--- config.mk ---
export PLATFORM = sky130hd
export DESIGN_NAME = sigma_delta_ctrl
export DESIGN_NICKNAME = d
export VERILOG_FILES = /design/src/rtl/sigma_delta_pkg.sv /design/src/rtl/sigma_delta_fifo.sv /design/src/rtl/sigma_delta_ctrl.sv
export SDC_FILE = /design/constraint.sdc
export NUM_CORES = 1
export LEC_CHECK = 0
export ABC_AREA = 1
export CAP_MARGIN = 20
export CORE_ASPECT_RATIO = 0.75
export CORE_UTILIZATION = 61
export CTS_CLUSTER_DIAMETER = 200
export DETAILED_ROUTE_END_ITERATION = 7
export PLACE_DENSITY_LB_ADDON = 0.15
export SLEW_MARGIN = 5
export SYNTH_ARGS = -nofsm -noshare
export SYNTH_HDL_FRONTEND = slang
export SYNTH_HIERARCHICAL = 1
export SYNTH_SLANG_ARGS = --single-unit
--- constraint.sdc ---
create_clock -name clk -period 3.65 [get_ports clk]
set_clock_uncertainty 0.05 [all_clocks]
set_input_delay 1.095 -clock clk [delete_from_list [all_inputs] [get_ports clk]]
set_output_delay 1.095 -clock clk [all_outputs]
set_load 0.005 [all_outputs]
--- src/rtl/sigma_delta_pkg.sv ---
// +--------------------------------------------------------------------------+
// | sigma_delta_pkg : shared types and constants for the sigma-delta control |
// | Rev 1.0                                                                  |
// +--------------------------------------------------------------------------+
`default_nettype none

package sigma_delta_pkg;

  localparam int UNDERRUN_CNT_W = 16;

  typedef enum logic [1:0] {
    ST_IDLE   = 2'd0,
    ST_WARMUP = 2'd1,
    ST_RUN    = 2'd2,
    ST_STOP   = 2'd3
  } state_t;

  function automatic int unsigned mid_value(input int unsigned vw);
    return 32'd1 << (vw - 1);
  endfunction

endpackage

`default_nettype wire

--- src/rtl/sigma_delta_fifo.sv ---
// +--------------------------------------------------------------------------+
// | sigma_delta_fifo : synchronous FIFO with push/pop/flush and head output   |
// | Rev 1.0                                                                  |
// +--------------------------------------------------------------------------+
`default_nettype none

module sigma_delta_fifo
  import sigma_delta_pkg::*;
#(
  parameter int WIDTH = 8,
  parameter int DEPTH = 4
) (
  input  logic             clk,
  input  logic             rst_n,
  input  logic             push,
  input  logic             pop,
  input  logic             flush,
  input  logic [WIDTH-1:0] din,
  output logic [WIDTH-1:0] head,
  output logic             full,
  output logic             empty
);

  localparam int AW = $clog2(DEPTH);

  logic [WIDTH-1:0] r_mem [DEPTH];
  logic [AW:0]      r_wr_ptr;
  logic [AW:0]      r_rd_ptr;
  logic             w_wr_en;
  logic             w_rd_en;

  assign empty   = (r_wr_ptr == r_rd_ptr);
  assign full    = (r_wr_ptr[AW] != r_rd_ptr[AW]) &&
                   (r_wr_ptr[AW-1:0] == r_rd_ptr[AW-1:0]);
  assign w_wr_en = push && !full && !flush;
  assign w_rd_en = pop && !empty;
  assign head    = r_mem[r_rd_ptr[AW-1:0]];

  // A flush wins over a same-cycle push; a same-cycle pop has already sampled head.
  always_ff @(posedge clk or negedge rst_n) begin
    if (!rst_n) begin
      r_wr_ptr <= '0;
      r_rd_ptr <= '0;
    end else if (flush) begin
      r_wr_ptr <= '0;
      r_rd_ptr <= '0;
    end else begin
      if (w_wr_en) r_wr_ptr <= r_wr_ptr + (AW+1)'(1);
      if (w_rd_en) r_rd_ptr <= r_rd_ptr + (AW+1)'(1);
    end
  end

  always_ff @(posedge clk) begin
    if (w_wr_en) r_mem[r_wr_ptr[AW-1:0]] <= din;
  end

endmodule

`default_nettype wire

--- src/rtl/sigma_delta_ctrl.sv ---
// +--------------------------------------------------------------------------+
// | sigma_delta_ctrl : frame-aligned sequencer feeding sigma_delta_core       |
// | Rev 1.0                                                                  |
// +--------------------------------------------------------------------------+
`default_nettype none

module sigma_delta_ctrl
  import sigma_delta_pkg::*;
#(
  parameter int VALUE_WIDTH   = 8,
  parameter int FIFO_DEPTH    = 4,
  parameter int HOLD_FRAMES   = 1,
  parameter int WARMUP_FRAMES = 2
) (
  input  logic                      clk,
  input  logic                      resetn,
  input  logic                      run,
  input  logic                      flush,
  input  logic                      s_valid,
  output logic                      s_ready,
  input  logic [VALUE_WIDTH-1:0]    s_value,
  output logic                      core_enable,
  output logic [VALUE_WIDTH-1:0]    core_value,
  output logic                      frame_start,
  output logic                      busy,
  output logic                      underrun,
  output logic [UNDERRUN_CNT_W-1:0] underrun_cnt
);

  localparam logic [VALUE_WIDTH-1:0] c_mid    = VALUE_WIDTH'(mid_value(VALUE_WIDTH));
  localparam int                     c_hold_w = (HOLD_FRAMES > 1) ? $clog2(HOLD_FRAMES) : 1;
  localparam int                     c_warm_w = (WARMUP_FRAMES > 1) ? $clog2(WARMUP_FRAMES) : 1;

  logic [1:0]                r_rst_sync;
  logic                      w_rst_n;

  state_t                    r_state,     w_state_nxt;
  logic                      r_enable,    w_enable_nxt;
  logic [VALUE_WIDTH-1:0]    r_value,     w_value_nxt;
  logic [VALUE_WIDTH-1:0]    r_frame_cnt, w_frame_cnt_nxt;
  logic [c_hold_w-1:0]       r_hold_cnt,  w_hold_cnt_nxt;
  logic [c_warm_w-1:0]       r_warm_cnt,  w_warm_cnt_nxt;
  logic                      r_underrun,  w_underrun_nxt;
  logic [UNDERRUN_CNT_W-1:0] r_ucnt,      w_ucnt_nxt;

  logic                      w_boundary;
  logic                      w_load;
  logic                      w_pop;
  logic                      w_full;
  logic                      w_empty;
  logic [VALUE_WIDTH-1:0]    w_head;

  // Reset asserts immediately but releases only on a clock edge.
  always_ff @(posedge clk or negedge resetn) begin
    if (!resetn) r_rst_sync <= 2'b00;
    else         r_rst_sync <= {r_rst_sync[0], 1'b1};
  end
  assign w_rst_n = r_rst_sync[1];

  sigma_delta_fifo #(
    .WIDTH (VALUE_WIDTH),
    .DEPTH (FIFO_DEPTH)
  ) u_fifo (
    .clk   (clk),
    .rst_n (w_rst_n),
    .push  (s_valid),
    .pop   (w_pop),
    .flush (flush),
    .din   (s_value),
    .head  (w_head),
    .full  (w_full),
    .empty (w_empty)
  );

  assign w_boundary = r_enable && (r_frame_cnt == {VALUE_WIDTH{1'b1}});

  always_comb begin
    w_state_nxt     = r_state;
    w_enable_nxt    = r_enable;
    w_value_nxt     = r_value;
    w_frame_cnt_nxt = r_enable ? r_frame_cnt + VALUE_WIDTH'(1) : r_frame_cnt;
    w_hold_cnt_nxt  = r_hold_cnt;
    w_warm_cnt_nxt  = r_warm_cnt;
    w_underrun_nxt  = 1'b0;
    w_ucnt_nxt      = r_ucnt;
    w_load          = 1'b0;
    w_pop           = 1'b0;

    case (r_state)
      ST_IDLE: begin
        if (run) begin
          w_state_nxt     = ST_WARMUP;
          w_enable_nxt    = 1'b1;
          w_value_nxt     = c_mid;
          w_frame_cnt_nxt = '0;
          w_warm_cnt_nxt  = '0;
          w_hold_cnt_nxt  = '0;
          w_ucnt_nxt      = '0;
        end
      end
      ST_WARMUP: begin
        if (!run) begin
          w_state_nxt = w_boundary ? ST_IDLE : ST_STOP;
        end else if (w_boundary) begin
          if (r_warm_cnt == c_warm_w'(WARMUP_FRAMES - 1)) begin
            w_state_nxt    = ST_RUN;
            w_hold_cnt_nxt = '0;
            w_load         = 1'b1;
          end else begin
            w_warm_cnt_nxt = r_warm_cnt + c_warm_w'(1);
          end
        end
      end
      ST_RUN: begin
        if (!run) begin
          w_state_nxt = w_boundary ? ST_IDLE : ST_STOP;
        end else if (w_boundary) begin
          if (r_hold_cnt == c_hold_w'(HOLD_FRAMES - 1)) begin
            w_hold_cnt_nxt = '0;
            w_load         = 1'b1;
          end else begin
            w_hold_cnt_nxt = r_hold_cnt + c_hold_w'(1);
          end
        end
      end
      ST_STOP: begin
        if (w_boundary) w_state_nxt = ST_IDLE;
      end
      default: w_state_nxt = ST_IDLE;
    endcase

    // Leaving to IDLE from an enabled state always ends exactly at a frame boundary.
    if (r_state != ST_IDLE && w_state_nxt == ST_IDLE) begin
      w_enable_nxt    = 1'b0;
      w_value_nxt     = '0;
      w_frame_cnt_nxt = '0;
    end

    if (w_load) begin
      if (!w_empty) begin
        w_pop       = 1'b1;
        w_value_nxt = w_head;
      end else begin
        w_underrun_nxt = 1'b1;
        if (r_ucnt != {UNDERRUN_CNT_W{1'b1}}) w_ucnt_nxt = r_ucnt + UNDERRUN_CNT_W'(1);
      end
    end
  end

  always_ff @(posedge clk or negedge w_rst_n) begin
    if (!w_rst_n) begin
      r_state     <= ST_IDLE;
      r_enable    <= 1'b0;
      r_value     <= '0;
      r_frame_cnt <= '0;
      r_hold_cnt  <= '0;
      r_warm_cnt  <= '0;
      r_underrun  <= 1'b0;
      r_ucnt      <= '0;
    end else begin
      r_state     <= w_state_nxt;
      r_enable    <= w_enable_nxt;
      r_value     <= w_value_nxt;
      r_frame_cnt <= w_frame_cnt_nxt;
      r_hold_cnt  <= w_hold_cnt_nxt;
      r_warm_cnt  <= w_warm_cnt_nxt;
      r_underrun  <= w_underrun_nxt;
      r_ucnt      <= w_ucnt_nxt;
    end
  end

  assign s_ready      = !w_full;
  assign core_enable  = r_enable;
  assign core_value   = r_value;
  assign frame_start  = r_enable && (r_frame_cnt == '0);
  assign busy         = (r_state != ST_IDLE);
  assign underrun     = r_underrun;
  assign underrun_cnt = r_ucnt;

endmodule

`default_nettype wire

Yosys cells after proc, flatten, opt, wreduce, memory -nomap -nowiden
Memories as Yosys holds them, arrays and structs flattened.
Cells that the tools add are included.
{"block": "totals", "register_bits": 46, "latch_bits": 0, "ramBits": 32, "romBits": 0, "out_inout_bits": 29, "mem_count": 1}
{"memory": "u_fifo.r_mem", "words": 4, "width": 8, "read_ports": 1, "rd_clocked_by_memory_dff": 0, "wr": 1, "line_no": "sigma_delta_fifo.sv:26", "rtl": "logic [WIDTH-1:0] r_mem [DEPTH];"}
{"block": "op_classes", "n_addsub": 6, "mul": 0, "div_mod_pow": 0, "order_cmp": 0, "eq_ne": 14, "n_shift": 0, "n_mux": 54, "n_bitwise": 0, "reduce_logical": 23}
{"cell": "16-bit two-way mux", "n": 5}
{"cell": "8-bit two-way mux", "n": 9}
{"cell": "1-bit two-way mux", "n": 25}
{"cell": "16-bit by 1-bit adder with 16-bit output (second input constant)", "n": 1}
{"cell": "16-bit inequality test (second input constant)", "n": 1}
{"cell": "2-bit two-way mux", "n": 7}
{"cell": "3-bit two-way mux", "n": 4}
{"cell": "2-bit inequality test (second input constant)", "n": 6}
{"cell": "2-bit nonzero test", "n": 6}
{"cell": "8-bit by 1-bit adder with 8-bit output (second input constant)", "n": 1}
{"cell": "8-bit equality test (second input constant)", "n": 1}
{"cell": "8-bit zero test", "n": 1}
{"cell": "2-bit case mux with 4 select lines", "n": 1}
{"cell": "1-bit logical AND", "n": 7}
{"cell": "7-bit AND reduction", "n": 1}
{"cell": "3-bit by 1-bit adder with 3-bit output (second input constant)", "n": 2}
{"cell": "2-bit equality test (second input constant)", "n": 2}
{"cell": "2-bit zero test", "n": 2}
{"cell": "1-bit case mux with 2 select lines", "n": 2}
{"cell": "4-bit AND reduction", "n": 1}
{"cell": "3-bit equality test", "n": 1}
{"cell": "1-bit zero test", "n": 3}
{"cell": "1-bit case mux with 3 select lines", "n": 1}
{"cell": "3-bit nonzero test", "n": 1}
{"cell": "other kinds (5)", "n": 6}

Depth between registers and ports, before layout
{"block": "logic_depth", "word_depth": 10, "ltp_mapped": 12, "depth_no_buf": 12}

Modules after synthesis
Netlist, hierarchy kept.
{"module": "sigma_delta_ctrl", "n_inst": 1, "cells_each": 327, "area_per_inst_um2": 2468.6}
{"module": "sigma_delta_fifo", "n_inst": 1, "cells_each": 140, "area_per_inst_um2": 1689.1}

Worst setup path after synthesis
OpenSTA, ideal clock, no wires.
{"block": "synth_timing", "path_type": "input port to flip-flop", "start": "in run", "end": "reg r_enable (netlist: core_enable)", "setup_time_ps": 117, "arrival_time_ps": 2086, "t_required_ps": 3483, "setup_slack_ps": 1397, "stages": 9, "n_path_buf": 1, "cell_sequence": "inv_1 -> nand3_1 -> nand2_1 -> inv_2 -> a21oi_4 -> nand3_4 -> buf_6 -> o21ai_1 -> inv_1"}
{"block": "synth_between", "elab_chain_cells": 6, "elab_cells_between_ends": 10}
{"element": "start, declared", "line_no": "sigma_delta_ctrl.sv:17", "rtl": "input logic run,"}
{"element": "2-bit two-way mux, on equally long branches", "line_no": "sigma_delta_ctrl.sv:115, sigma_delta_ctrl.sv:91, sigma_delta_ctrl.sv:102"}
{"element": "2-bit case mux with 4 select lines", "line_no": "sigma_delta_ctrl.sv:89", "rtl": "case (r_state)"}
{"element": "2-bit zero test", "line_no": "sigma_delta_ctrl.sv:133", "rtl": "if (r_state != ST_IDLE && w_state_nxt == ST_IDLE) begin"}
{"element": "1-bit logical AND", "line_no": "sigma_delta_ctrl.sv:133"}
{"element": "2-bit nonzero test (no source line)"}
{"element": "2-bit AND reduction (no source line)"}
{"element": "end signal, assigned", "line_no": "sigma_delta_ctrl.sv:162", "rtl": "r_enable <= w_enable_nxt;"}
{"element": "end, declared", "line_no": "sigma_delta_ctrl.sv:38", "rtl": "logic r_enable, w_enable_nxt;"}
Several ways; a longest one is shown, not always the timed one.
A chain may end at the register's enable or synchronous reset.

Final worst setup path
{"block": "layout_timing", "start": "reg u_fifo.r_rd_ptr[1]", "end": "out s_ready"}
{"block": "layout_between", "elab_chain_cells": 3}
{"element": "start, declared", "line_no": "sigma_delta_fifo.sv:28", "rtl": "logic [AW:0] r_rd_ptr;"}
{"element": "start signal, assigned", "line_no": "sigma_delta_fifo.sv:49", "rtl": "if (w_rd_en) r_rd_ptr <= r_rd_ptr + (AW+1)'(1);"}
{"element": "2-bit equality test", "line_no": "sigma_delta_fifo.sv:34", "rtl": "(r_wr_ptr[AW-1:0] == r_rd_ptr[AW-1:0]);"}
{"element": "1-bit logical AND", "line_no": "sigma_delta_fifo.sv:33", "rtl": "assign full = (r_wr_ptr[AW] != r_rd_ptr[AW]) &&"}
{"element": "net w_full", "line_no": "sigma_delta_ctrl.sv:49", "rtl": "logic w_full;"}
{"element": "1-bit zero test", "line_no": "sigma_delta_ctrl.sv:172", "rtl": "assign s_ready = !w_full;"}
{"element": "end, declared", "line_no": "sigma_delta_ctrl.sv:20", "rtl": "output logic s_ready,"}
The timed path passes the listed nets, and every way through them passes these cells.

==> impl_metrics.env <==
export IMPL_swShare=0.328
export IMPL_post_route_min_period_ps=3200
export IMPL_insertion_delay_ps=350
export IMPL_syn_inst=467
export IMPL_core_area_um2=6440
export IMPL_synth_area_um2=4160
export IMPL_critPathArrivalTime_ps=2050
export IMPL_initial_core_util=0.645
export IMPL_drc=0
export IMPL_die_w_um=97.3
export IMPL_power_w=0.00204
export IMPL_crit_slowest_cell="dfrtp_1"
export IMPL_synth_fp_nets=492
export IMPL_r2r_end="underrun_cnt[5]"
export IMPL_die_y_um=73.5
export IMPL_crit_type="flop to output pin"
export IMPL_cts_repair_resized=0
export IMPL_firstDrtPassIters=5
export IMPL_avgSynthCellArea_um2=8.90
export IMPL_antenna_found_initial=0
export IMPL_drv_cap=0
export IMPL_cts_made_buffers=9
export IMPL_post_cts_setup_buffer_count=0
export IMPL_ys_types=39
export IMPL_max_stage_delay_ps=630
export IMPL_ys_seq_elements=77
export IMPL_drive_above_1_share=0.0944
export IMPL_path_cells="inv_2 > nand2_1 > nand2_2 > nand3_4 > inv_1 > inv_1 > clkdlybuf4s50_1"
export IMPL_portBuffers=41
export IMPL_setup_viol=0
export IMPL_drv_slew=0
export IMPL_wirelength_mm=8.44
export IMPL_drtAntennaViolNets=0
export IMPL_dieArea_um2=7150
export IMPL_overflow=0
export IMPL_ir_drop_mv=0.221
export IMPL_crit_top_cell="inv_1"
export IMPL_finalCritPeriodShare=0.876
export IMPL_min_path_type="flop to async pin"
export IMPL_cts_tree="yes"
export IMPL_synth_warnings=6
export IMPL_route_vias_total=3235
export IMPL_viasPerCell=5.39
export IMPL_cts_sinks=77
export IMPL_leakage_nw=2.20
export IMPL_grt_total_usage=0.258
export IMPL_hold_buffers=0
export IMPL_p_per_area_nw_per_um2=422
export IMPL_fmax_mhz=313
export IMPL_first_iter_violations=178
export IMPL_rsz0062_at_grt="no"
export IMPL_nets=539
export IMPL_worstPathRequired_ps=2500
export IMPL_hold_ws_ps=40.6
export IMPL_clk_path_buf_depth=2
export IMPL_end_kind="output pin"
export IMPL_cts_root_buffer="clkbuf_8"
export IMPL_fp_row_count=25
export IMPL_intPower_w=0.00137
export IMPL_grt_start_max_net_pins=44
export IMPL_startpoint="u_fifo/r_rd_ptr[1]"
export IMPL_cts_clk_slew_worst_paths_ps=90
export IMPL_io_pins=42
export IMPL_clock_power_share=0.298
export IMPL_fill_cells=481
export IMPL_grt_pass1_wl_mm=14.3
export IMPL_pwr_share_seq=0.486
export IMPL_rr_worst_depth=11
export IMPL_num_antenna_cells=0
export IMPL_synth_seq_area_share=0.502
export IMPL_cp_max_fo=12
export IMPL_wl_per_cell_um=14.1
export IMPL_p_sw_w=0.000670
export IMPL_hold_viol=0
export IMPL_area_growth_pct=16.3
export IMPL_fin_tns_setup_ps=0
export IMPL_critPathLaunchType="flop"
export IMPL_status="finished, final reports clean"
export IMPL_pwr_share_comb=0.217
export IMPL_htreeDepth=3
export IMPL_reg2reg_setup_slack_ps=1330
export IMPL_crit_end="s_ready"
export IMPL_r2r_start="u_fifo/r_rd_ptr[1]"
export IMPL_grt_pass1_vias=3052
export IMPL_hpwlAfterDp_mm=5.89
export IMPL_routabilityCongestion=0.869
worst min path at each step:
stage             startpoint                  to  cells after the start
2_1_floorplan  r_rst_sync[0]       r_rst_sync[1]                      0
3_3_place_gp   r_rst_sync[0]       r_rst_sync[1]                      0
3_5_place_dp   r_rst_sync[0]       r_rst_sync[1]                      0
4_1_cts        r_rst_sync[0]       r_rst_sync[1]                      0
5_1_grt        r_rst_sync[1]  u_fifo/r_wr_ptr[2]                      0
6_report       r_rst_sync[1]  u_fifo/r_wr_ptr[1]                      0
area by class of cell:
class / instances / area [µm²] / share of cell area
Sequential cell: 77 / 2090 / 0.432
Tap cell: 81 / 101 / 0.0210
Clock inverter: 7 / 66.3 / 0.0137
Timing Repair Buffer: 48 / 475 / 0.0983
Multi-Input combinational cell: 313 / 1740 / 0.359
Clock buffer: 9 / 124 / 0.0256
Inverter: 65 / 244 / 0.0505
cells in the final DEF (no fill, tap or decap), types with 11 or more instances in the layout:
cell / n
clkdlybuf4s50_1: 41
dfrtp_1: 44
edfxtp_1: 32
ha_1: 12
inv_1: 62
nand2_1: 104
nand3_1: 42
nor2_1: 48
o21ai_0: 29
xor2_1: 11
layer usage:
layer	wire, µm	global-route usage
met4	61	0.0637
met2	3920	0.413
met1	4060	0.355
met3	403	0.0685
met5	0	0
logic make-up after synthesis:
| logic type | after synthesis | synth area share |
|---|---|---|
| AO/OA/AOI/OAI | 53 | 0.0710 |
| other | 1 | 0.000902 |
| flip-flops | 77 | 0.502 |
| adder cells (fa/ha/maj) | 12 | 0.0361 |
| multiplexers | 1 | 0.00241 |
| XOR/XNOR | 14 | 0.0340 |
| AND/OR/NAND/NOR | 232 | 0.273 |
| buffers and inverters | 77 | 0.0803 |
synth_stat cells:
cell	number	area share
nand2_1	104	0.094
inv_1	62	0.056
nor2_1	48	0.043
dfrtp_1	45	0.27
nand3_1	42	0.051
edfxtp_1	32	0.23
o21ai_0	29	0.035
ha_1	12	0.036
xor2_1	11	0.023
o22ai_1	8	0.012
nand4_1	7	0.011
o21ai_1	7	0.0084
a21oi_1	4	0.0048
buf_6	4	0.011
nand3_4	4	0.017
nand3b_1	4	0.0072
nor3_1	4	0.0048
buf_2	3	0.0036
buf_4	3	0.0054
inv_2	3	0.0027
nand2_2	3	0.0045
nand2_4	3	0.0081
nor2_4	3	0.0081
clkbuf_1	2	0.0018
nand3_2	2	0.0048
nor2_2	2	0.0030
nor2_8	2	0.0096
o21bai_1	2	0.0036
xnor2_1	2	0.0042
a21boi_0	1	0.0018
a21oi_4	1	0.0039
a31oi_1	1	0.0015
and3_1	1	0.0015
conb_1	1	0.00090
mux2i_1	1	0.0024
nand4_2	1	0.0030
nor3b_1	1	0.0018
nor4_1	1	0.0015
xnor2_4	1	0.0066
registers in the layout, summed over array words and instances, names as in the netlist:
signal	count
u_fifo/r_mem	32
underrun_cnt	16
core_value	8
r_frame_cnt	8
u_fifo/r_rd_ptr	3
u_fifo/r_wr_ptr	3
r_rst_sync	2
r_state	2
core_enable	1
r_warm_cnt	1
underrun	1
through the flow:
step                 util  instance area (µm²)  cells  worst slack, ps
floorplan               -                 4160    467             1400
global placement    0.718                 4630    583              772
detailed placement  0.718                 4630    583              681
CTS                 0.747                 4820    599              478
global route        0.750                 4840    600              308
finish              0.750                 4840    600              452
critical path: cells and delay by family (launching register included):
kind | cells | cell delay, ps
simple gates | 3 | 320
buf+inv | 4 | 750
flops | 1 | 630
power groups by stage:
| stage | registers (W) | clock network, W | logic, W |
|---|---|---|---|
| floorplan | 0.000996 | 0 | 0.000345 |
| global placement | 0.00102 | 0 | 0.000422 |
| detailed placement | 0.00102 | 0 | 0.000434 |
| CTS | 0.000999 | 0.000621 | 0.000435 |
| global route | 0.000998 | 0.000663 | 0.000501 |
| finish | 0.000992 | 0.000607 | 0.000442 |
(Power assumes the default switching activity.)
